<file path="src/rtl/div_if.sv">
// Handshake bundle between the EX-stage decoder/forwarding logic and the
// divide sequencer.
//   start     decoder: EX instruction is a divide
//   div_mode  00 DIV, 01 DIVU, 10 REM, 11 REMU
//   op_a      dividend (rs1 after forwarding)
//   op_b      divisor  (rs2 after forwarding)
//   flush     kill the EX instruction / abort the divide
//   stall     freeze PC/IF/ID/EX (combinational)
//   done      one-cycle pulse, result valid
//   result    quotient or remainder, held until the next completion
interface div_if;
    logic        start;
    logic [1:0]  div_mode;
    logic [31:0] op_a;
    logic [31:0] op_b;
    logic        flush;
    logic        stall;
    logic        done;
    logic [31:0] result;

    modport master (
        output start, div_mode, op_a, op_b, flush,
        input  stall, done, result
    );

    modport slave (
        input  start, div_mode, op_a, op_b, flush,
        output stall, done, result
    );
endinterface

</file>
<file path="src/rtl/div_sequencer.sv">
// RV32M DIV/DIVU/REM/REMU sequencer: 32-iteration radix-2 restoring divide
// with a single-edge fast path for divide-by-zero and signed overflow.
// Holds the pipeline with stall until the result is presented in DONE.
//   clk    system clock, rising edge
//   rst_n  asynchronous active-low reset
//   bus    div_if.slave: start/div_mode/op_a/op_b/flush in,
//          stall/done/result out
module div_sequencer (
    input  logic  clk,
    input  logic  rst_n,
    div_if.slave  bus
);
    typedef enum logic [1:0] {IDLE, CALC, FIX, DONE} state_t;

    state_t      state, state_nx;
    logic [4:0]  cnt;
    logic [31:0] q;          // dividend magnitude shifting out, quotient shifting in
    logic [32:0] r;          // partial remainder
    logic [31:0] b_mag;
    logic        neg_q, neg_r;
    logic [1:0]  mode;
    logic [31:0] result_q;

    logic        launch, div_zero, ovf, sgn_in, a_neg, b_neg;
    logic [31:0] a_mag_in, b_mag_in;
    logic [32:0] r_sh, r_step;
    logic [31:0] q_step, quo, rem;
    logic        fits, stall_c, done_c;

    // Launch decode and operand magnitudes.
    always_comb begin
        sgn_in   = ~bus.div_mode[0];
        a_neg    = sgn_in & bus.op_a[31];
        b_neg    = sgn_in & bus.op_b[31];
        a_mag_in = a_neg ? -bus.op_a : bus.op_a;
        b_mag_in = b_neg ? -bus.op_b : bus.op_b;
        launch   = (state == IDLE) && bus.start && !bus.flush;
        div_zero = (bus.op_b == 32'd0);
        ovf      = sgn_in && (bus.op_a == 32'h8000_0000) && (bus.op_b == 32'hFFFF_FFFF);
    end

    // One restoring-division step plus the final sign correction.
    always_comb begin
        r_sh   = {r[31:0], q[31]};
        fits   = (r_sh >= {1'b0, b_mag});
        r_step = fits ? (r_sh - {1'b0, b_mag}) : r_sh;
        q_step = {q[30:0], fits};
        quo    = neg_q ? -q : q;
        rem    = neg_r ? -r[31:0] : r[31:0];
    end

    // Next state and handshake outputs.
    always_comb begin
        // NOTE: every output gets a default before the case so no latch is inferred.
        state_nx = state;
        case (state)
            IDLE: if (launch) state_nx = (div_zero || ovf) ? DONE : CALC;
            CALC: if (cnt == 5'd0) state_nx = FIX;
            FIX:  state_nx = DONE;
            DONE: state_nx = IDLE;   // start ignored: same instruction still in EX
            default: state_nx = IDLE;
        endcase
        if (bus.flush) state_nx = IDLE;

        stall_c = rst_n && !bus.flush &&
                  ((state == CALC) || (state == FIX) || ((state == IDLE) && bus.start));
        done_c  = (state == DONE) && !bus.flush;
    end

    assign bus.stall  = stall_c;
    assign bus.done   = done_c;
    assign bus.result = result_q;

    always_ff @(posedge clk or negedge rst_n) begin
        // NOTE: sequential state uses non-blocking assignment so every register
        // samples pre-edge values.
        if (!rst_n) state <= IDLE;
        else        state <= state_nx;
    end

    always_ff @(posedge clk or negedge rst_n) begin
        if (!rst_n) begin
            cnt      <= '0;
            q        <= '0;
            r        <= '0;
            b_mag    <= '0;
            neg_q    <= 1'b0;
            neg_r    <= 1'b0;
            mode     <= '0;
            result_q <= '0;
        end else if (!bus.flush) begin
            case (state)
                IDLE: if (launch) begin
                    mode  <= bus.div_mode;
                    neg_q <= a_neg ^ b_neg;
                    neg_r <= a_neg;
                    b_mag <= b_mag_in;
                    q     <= a_mag_in;
                    r     <= '0;
                    cnt   <= 5'd31;
                    if (div_zero)
                        result_q <= bus.div_mode[1] ? bus.op_a : 32'hFFFF_FFFF;
                    else if (ovf)
                        result_q <= bus.div_mode[1] ? 32'd0 : 32'h8000_0000;
                end
                CALC: begin
                    r   <= r_step;
                    q   <= q_step;
                    cnt <= cnt - 5'd1;
                end
                FIX:  result_q <= mode[1] ? rem : quo;
                default: ;
            endcase
        end
    end
endmodule
</file>
<file path="src/flat_wrapper.sv">
// flat-port wrapper written by rule: the top's interface ports become plain ports
module div_sequencer_flat 
  (clk, rst_n, bus_start, bus_div_mode, bus_op_a, bus_op_b, bus_flush, bus_stall, bus_done, bus_result);
  div_if bus_i ();
  input  logic clk;
  input  logic rst_n;
  input wire logic [$bits(bus_i.start)-1:0] bus_start;
  input wire logic [$bits(bus_i.div_mode)-1:0] bus_div_mode;
  input wire logic [$bits(bus_i.op_a)-1:0] bus_op_a;
  input wire logic [$bits(bus_i.op_b)-1:0] bus_op_b;
  input wire logic [$bits(bus_i.flush)-1:0] bus_flush;
  output wire logic [$bits(bus_i.stall)-1:0] bus_stall;
  output wire logic [$bits(bus_i.done)-1:0] bus_done;
  output wire logic [$bits(bus_i.result)-1:0] bus_result;
  assign bus_i.start = bus_start;
  assign bus_i.div_mode = bus_div_mode;
  assign bus_i.op_a = bus_op_a;
  assign bus_i.op_b = bus_op_b;
  assign bus_i.flush = bus_flush;
  assign bus_stall = bus_i.stall;
  assign bus_done = bus_i.done;
  assign bus_result = bus_i.result;
  div_sequencer u_core (.clk(clk), .rst_n(rst_n), .bus(bus_i));
endmodule
</file>
<file path="config.mk">
export PLATFORM = sky130hd
export DESIGN_NAME = div_sequencer_flat
export DESIGN_NICKNAME = d
export VERILOG_FILES = /design/src/rtl/div_if.sv /design/src/rtl/div_sequencer.sv /design/src/flat_wrapper.sv
export SDC_FILE = /design/constraint.sdc
export NUM_CORES = 1
export LEC_CHECK = 0
export ABC_AREA = 1
export CAP_MARGIN = 20
export CORE_ASPECT_RATIO = 1.2
export CORE_MARGIN = 10
export CORE_UTILIZATION = 60
export DETAILED_ROUTE_END_ITERATION = 6
export PLACE_DENSITY = 0.82
export REMOVE_ABC_BUFFERS = 1
export SLEW_MARGIN = 25
export SYNTH_ARGS = -nofsm -noshare
export SYNTH_HDL_FRONTEND = slang
export SYNTH_SLANG_ARGS = --single-unit
</file>
<file path="constraint.sdc">
create_clock -name clk -period 2.8 [get_ports clk]
set_input_delay 0.56 -clock clk [delete_from_list [all_inputs] [get_ports clk]]
set_output_delay 0.56 -clock clk [all_outputs]
set_load 0.02 [all_outputs]
</file>
==> results of run 1 <==
[layout by cell type (no fill, tap or decap), drive strengths merged, types with 22 or more instances in the layout]
cell type,Yosys,layout
dfrtp,138,138
nor2,255,255
clkdlybuf4s50,0,101
a21oi,80,80
nand3,260,260
nand4,43,43
xnor2,22,22
inv,301,309
ha,43,43
xor2,30,30
o21ai,171,171
buf,36,48
nand2,753,753
[repair_timing]
| action | in CTS | in global routing |
|---|---|---|
| hold endpoints to repair | 0 | 0 |
| endpoints found under the setup margin | 0 | 1 |
| gates resized for setup | 0 | 2 |
[critical path, cell delays in order (launching register included)]
cell and delay, ps:
dfrtp_1 330, inv_1 120, ha_1 410, nand2_1 100, inv_1 160, nand4_1 230
nor3_2 370, nor2_4 90, nand2_2 160, buf_12 200, nand2_1 90, nand3_1 80
o21ai_0 100
[routing by layer]
layer	global-route usage (%)	routed length, um
met5	0	0
met4	18.9	2770
met3	3.81	3530
met2	54.1	22000
met1	38.8	18000
[cells by family (layout without fill, tap and decap cells)]
| kind of cell | count (synthesis) | after routing | share of synthesized area, % |
|---|---|---|---|
| AND/OR/NAND/NOR | 1350 | 1350 | 43.1 |
| buffers and inverters | 375 | 486 | 11.2 |
| AO/OA/AOI/OAI | 287 | 287 | 11.6 |
| flip-flops | 138 | 138 | 26.3 |
| XOR/XNOR | 52 | 52 | 3.47 |
| adder cells (fa/ha/maj) | 44 | 44 | 4.25 |
[cell usage after synthesis (all sizes together)]
cell | instances | share of area (%)
ha | 43 | 4.1
fa | 1 | 0.15
dfrtp | 138 | 26
nand2 | 753 | 22
a22oi | 3 | 0.17
or2 | 7 | 0.33
o2bb2ai | 1 | 0.067
nand3b | 8 | 0.46
o211ai | 13 | 0.74
a211o | 1 | 0.067
nor3 | 19 | 0.84
o31ai | 2 | 0.11
nand4 | 43 | 2.1
a211oi | 1 | 0.057
buf | 36 | 1.5
clkinv | 3 | 0.086
a21oi | 80 | 3.1
inv | 301 | 8.6
o21bai | 5 | 0.29
nor4 | 2 | 0.095
o22ai | 4 | 0.19
xor2 | 30 | 2.0
o21ai | 171 | 6.5
clkbuf | 35 | 1.0
and2 | 3 | 0.14
o41ai | 1 | 0.067
a31oi | 4 | 0.19
xnor2 | 22 | 1.5
nand3 | 260 | 10
nor2 | 255 | 7.6
o221ai | 1 | 0.067
[worst paths after layout]
| kind | startpoint | cells past startpoint | to | slack [ps] |
|---|---|---|---|---|
| setup / recovery | u_core.b_mag[29]$_DFFE_PN0P_ | 12 | u_core.r[12]$_DFFE_PN0P_ | 210 |
| max in group asynchronous | rst_n | 2 | u_core.r[27]$_DFFE_PN0P_ | 2000 |
| min in group clk | u_core.bus.result[29]$_DFFE_PN0P_ | 2 | u_core.bus.result[29]$_DFFE_PN0P_ | 480 |
| hold reg to reg | u_core.bus.result[29]$_DFFE_PN0P_ | 2 | u_core.bus.result[29]$_DFFE_PN0P_ | 480 |
| hold / removal | rst_n | 2 | u_core.cnt[4]$_DFFE_PN0P_ | 200 |
| setup reg to reg | u_core.b_mag[29]$_DFFE_PN0P_ | 12 | u_core.r[12]$_DFFE_PN0P_ | 210 |
[report_power, final]
part           switching, uW  internal [uW]
Clock                   1030           1260
Combinational           8380           4150
Sequential               841           2880
[registers in the layout, summed over array words and instances, names as in the netlist]
| name | flops |
|---|---|
| u_core.b_mag | 32 |
| u_core.bus.result | 32 |
| u_core.q | 32 |
| u_core.r | 32 |
| u_core.cnt | 5 |
| u_core.state | 2 |
| u_core.mode | 1 |
| u_core.neg_q | 1 |
| u_core.neg_r | 1 |
[metrics by stage]
step | utilization [%] | total power, uW | hold slack, ps
after floorplan | - | 11700 | 264
after global placement | 67.6 | 15500 | 463
after detailed placement | 67.6 | 15800 | 464
after CTS | 70.3 | 18200 | 272
after global routing | 70.3 | 20100 | 284
final | 70.3 | 18500 | 195
[cell type report]
cell class	instances	area [um2]	share of cell area, %
repair buffers	150	1480	9.70
inverters	304	1140	7.50
well taps	274	343	2.25
clock buffers	18	429	2.82
multi-input cells	1733	8220	54.0
flip-flops and latches	138	3450	22.7
clock inverters	14	154	1.01
==> flow_summary_export.csv, run 1 <==
group,metric,value,unit
worst_setup_path,crit_fanout,27,
clock_network,cts_max_level,4,
routing,drt-pass1-iter-count,7,
placement,dpl.cell_count,2599,
global_routing,grt_pass1_wl,74100,um
routing,routed_via_density,5.82,
timing,grt_setup_unrepaired,"false",
worst_setup_path,required,3100,ps
clock_network,root_buffer,"clkbuf_16",
routing,drc,8,
floorplan,dieArea,0.0282,mm2
cells_and_area,final_nets,2458,
status,status,"finished with violations",
flow_run,maxCapViolCount,0,
synthesis,ys_ff_latch,138,
synthesis,yosysWarnings,0,
clock_network,clk_pin_slew,80,ps
worst_setup_path,arrival,2890,ps
clock_network,cts_tree,"yes",
cells_and_area,final_cell_area,0.0152,mm2
timing,setup_viol,0,
routing,antenna_left,0,
worst_hold_path,hold_path.class,"in -> async",
synthesis,syn_area_per_cell,5.84,um2
global_routing,grt_start_max_net_pins,139,
placement,gp_routability_congestion,1.00,
clock_network,holdBufCountCts,0,
timing,slew_headroom,47.2,%
worst_setup_path,path_class,"reg -> reg",
worst_setup_path,startpoint_type,"flop",
synthesis,ys_types,42,
routing,dr_total_vias,15300,
timing,worst_clock_skew,20.6,ps
floorplan,placementRows,59,
synthesis,seq_area_frac_synth,26.3,%
cells_and_area,drive_gt1_share,5.43,%
floorplan,die_w,155,um
power_and_ir_drop,ir_drop,834,uV
timing,setup_ws,212,ps
power_and_ir_drop,power_density,1220,mW/mm2
routing,routed_wl,46200,um
placement,dpl_worst_slack,-6.20,ps
synthesis,syn_inst,2246,
clock_network,cts.sinks,138,
timing,fin_tns_setup,0,ps
routing,wl_per_cell,17.6,um
placement,portBuffers,103,
clock_network,clkLatencyLatePin,450,ps
timing,period_minus_slack,2590,ps
global_routing,grt.total_usage,32.3,%
timing,tightest_slew,792,ps
cells_and_area,areaGrowthSynthToFinish,16.0,%
cells_and_area,stdcell_count,2631,
cells_and_area,insertedDiodeCount,0,
floorplan,io_pins,104,
clock_network,clockBufferDepth,2,
status,violations,"DRC",
clock_network,post-cts-setup-buffers,0,
cells_and_area,fill_cells,1992,
placement,dpl_cell_area,0.0146,mm2
synthesis,synth_area,0.0131,mm2
global_routing,overflow,0,
clock_network,cts_buffers,17,
floorplan,dieHeight,182,um
global_routing,antenna_found_initial,0,
worst_setup_path,end_kind,"flop",
routing,drt_iter0_drc,1711,
floorplan,core-area,0.0216,mm2
placement,dpl.hpwl,35900,um
power_and_ir_drop,power.leakage,0.00786,uW
timing,fin_crit_sh,92.4,%
floorplan,initial_utilization,60.6,%
timing,slew_viol_final,0,
timing,clock.fmax,0.386,GHz
global_routing,grt_pass1_vias,14400,
timing,hold_viol_final,0,
Note: power is estimated with default switching activity, not from simulation.
==> run 2, diff against run 1 <==
--- a/config.mk
+++ b/config.mk
@@ -10,6 +10,7 @@
 export CORE_ASPECT_RATIO = 1.2
 export CORE_MARGIN = 10
 export CORE_UTILIZATION = 60
+export CTS_BUF_LIST = sky130_fd_sc_hd__clkbuf_8
 export DETAILED_ROUTE_END_ITERATION = 6
 export PLACE_DENSITY = 0.82
 export REMOVE_ABC_BUFFERS = 1
==> flow_summary_export.csv, run 2 (synthesis gave the netlist of run 1 again) <==
group,metric,value,unit
power_and_ir_drop,power_density,1190,mW/mm2
routing,wl_per_cell,17.3,um
cells_and_area,areaGrowthSynthToFinish,14.5,%
power_and_ir_drop,power.leakage,0.00778,uW
routing,dr_total_vias,15100,
timing,slew_viol_final,0,
global_routing,overflow,0,
placement,dpl.hpwl,35900,um
cells_and_area,final_nets,2458,
timing,setup_viol,0,
worst_setup_path,path_delay_family,"simple AND/OR/NAND/NOR gates",
worst_setup_path,r2r-start,"u_core.b_mag[29]$_DFFE_PN0P_",
timing,grt_setup_unrepaired,"false",
placement,portBuffers,103,
cells_and_area,multi_input_area,0.00822,mm2
clock_network,cts_buffers,17,
floorplan,core-area,0.0216,mm2
worst_hold_path,hold_path.class,"in -> async",
routing,drc,0,
clock_network,clk_pin_slew,110,ps
timing,period_minus_slack,2570,ps
timing,worst_clock_skew,27.0,ps
floorplan,dieArea,0.0282,mm2
placement,dpl_cell_area,0.0146,mm2
cells_and_area,fill_cells,2038,
worst_setup_path,path_class,"reg -> reg",
worst_setup_path,critPathSlowestCell,"ha_1",
timing,fin_crit_sh,91.8,%
worst_setup_path,setup.worst_path.end,"u_core.r[9]$_DFFE_PN0P_",
routing,antenna_left,0,
cells_and_area,drive_gt1_share,5.43,%
clock_network,post-cts-setup-buffers,0,
routing,routed_wl,45400,um
flow_run,maxCapViolCount,0,
global_routing,antenna_found_initial,0,
floorplan,io_pins,104,
timing,fin_tns_setup,0,ps
worst_setup_path,crit_fanout,27,
worst_setup_path,required,3150,ps
worst_setup_path,crit_start,"u_core.b_mag[29]$_DFFE_PN0P_",
placement,gp_routability_congestion,1.00,
clock_network,clkLatencyLatePin,480,ps
routing,routed_via_density,5.73,
worst_setup_path,startpoint_type,"flop",
timing,slew_headroom,47.8,%
clock_network,cts.sinks,138,
worst_setup_path,end_kind,"flop",
timing,tightest_slew,782,ps
worst_setup_path,path_depth,12,
global_routing,grt.total_usage,31.8,%
cells_and_area,insertedDiodeCount,0,
worst_setup_path,crit_buf_inv,3,
clock_network,root_buffer,"clkbuf_8",
cells_and_area,final_common_cell,"nand2_1",
global_routing,grt_pass1_wl,73200,um
global_routing,grt_pass1_vias,14400,
floorplan,placementRows,59,
cells_and_area,stdcell_count,2631,
routing,drt-pass1-iter-count,7,
worst_setup_path,worst-r2r-cell-count,12,
clock_network,cts_max_level,4,
floorplan,initial_utilization,60.6,%
routing,drt_iter0_drc,1617,
cells_and_area,regArea,0.00345,mm2
clock_network,cts_tree,"yes",
worst_setup_path,r2r_setup_slack,230,ps
timing,clock.fmax,0.389,GHz
floorplan,dieHeight,182,um
worst_setup_path,r2r_end,"u_core.r[9]$_DFFE_PN0P_",
clock_network,clockBufferDepth,2,
global_routing,grt_start_max_net_pins,139,
status,status,"completed",
power_and_ir_drop,ir_drop,801,uV
cells_and_area,final_cell_mix,"747 x nand2_1, 286 x inv_1, 259 x nand3_1",
floorplan,die_w,155,um
placement,dpl.cell_count,2599,
cells_and_area,final_cell_area,0.0150,mm2
power_and_ir_drop,finalPower,17800,uW
clock_network,holdBufCountCts,0,
cells_and_area,post-route-util,69.4,%
worst_setup_path,crit_chain,"inv_1 > ha_1 > nand2_1 > inv_1 > nand4_1 > nor3_2 > nor2_4 > nand2_2 > buf_12 > nand2_1 > nand3_1 > o21ai_1",
timing,hold_viol_final,0,
clock_network,ctsResizeCount,1,
worst_setup_path,critPathMaxStageDelay,410,ps
worst_setup_path,arrival,2920,ps
==> run 2: layer usage <==
metal | part of all wire, % | wire (um) | vias up | track usage, %
li1 | - | - | 7375 | -
met1 | 40 | 18000 | 6878 | 38.2
met2 | 47 | 21500 | 683 | 53.0
met3 | 7.0 | 3180 | 142 | 4.44
met4 | 6.0 | 2740 | 0 | 18.2
met5 | 0 | 0 | - | 0
==> run 2: how the worst min path moves through the flow <==
stage,startpoint,endpoint,slack (ps),cells after the start
finish,rst_n,u_core.cnt[4]$_DFFE_PN0P_,160,2
global route,rst_n,u_core.bus.result[2]$_DFFE_PN0P_,230,2
CTS,rst_n,u_core.cnt[4]$_DFFE_PN0P_,220,2
detailed placement,u_core.bus.result[29]$_DFFE_PN0P_,u_core.bus.result[29]$_DFFE_PN0P_,460,2
global placement,u_core.bus.result[29]$_DFFE_PN0P_,u_core.bus.result[29]$_DFFE_PN0P_,460,2
floorplan,rst_n,u_core.b_mag[0]$_DFFE_PN0P_,260,0
==> run 2: metrics by stage <==
step                      hold WS (ps)  setup slack [ps]
after floorplan                    264             -1720
after global placement             463              76.8
after detailed placement           464             -6.20
after CTS                          223              53.5
after global routing               235              72.2
final                              165               229
==> run 2: where the power goes <==
group,internal (uW),switching [uW]
sequential,2870,825
combinational,4150,8300
clock,737,946
==> run 2: area by class of cell <==
type                            instances  share of cell area [%]
Timing Repair Buffer                  150                    9.82
Clock inverter                         15                    1.05
Multi-Input combinational cell       1733                    54.7
Tap cell                              274                    2.28
Sequential cell                       138                    23.0
Inverter                              304                    7.60
Clock buffer                           17                    1.56
==> run 2: worst register-to-register path, stage by stage (launching register included) <==
cell,delay (ps)
dfrtp_1,340
inv_1,120
ha_1,410
nand2_1,100
inv_1,170
nand4_1,230
nor3_2,370
nor2_4,90
nand2_2,160
buf_12,200
nand2_1,100
nand3_1,100
o21ai_1,70
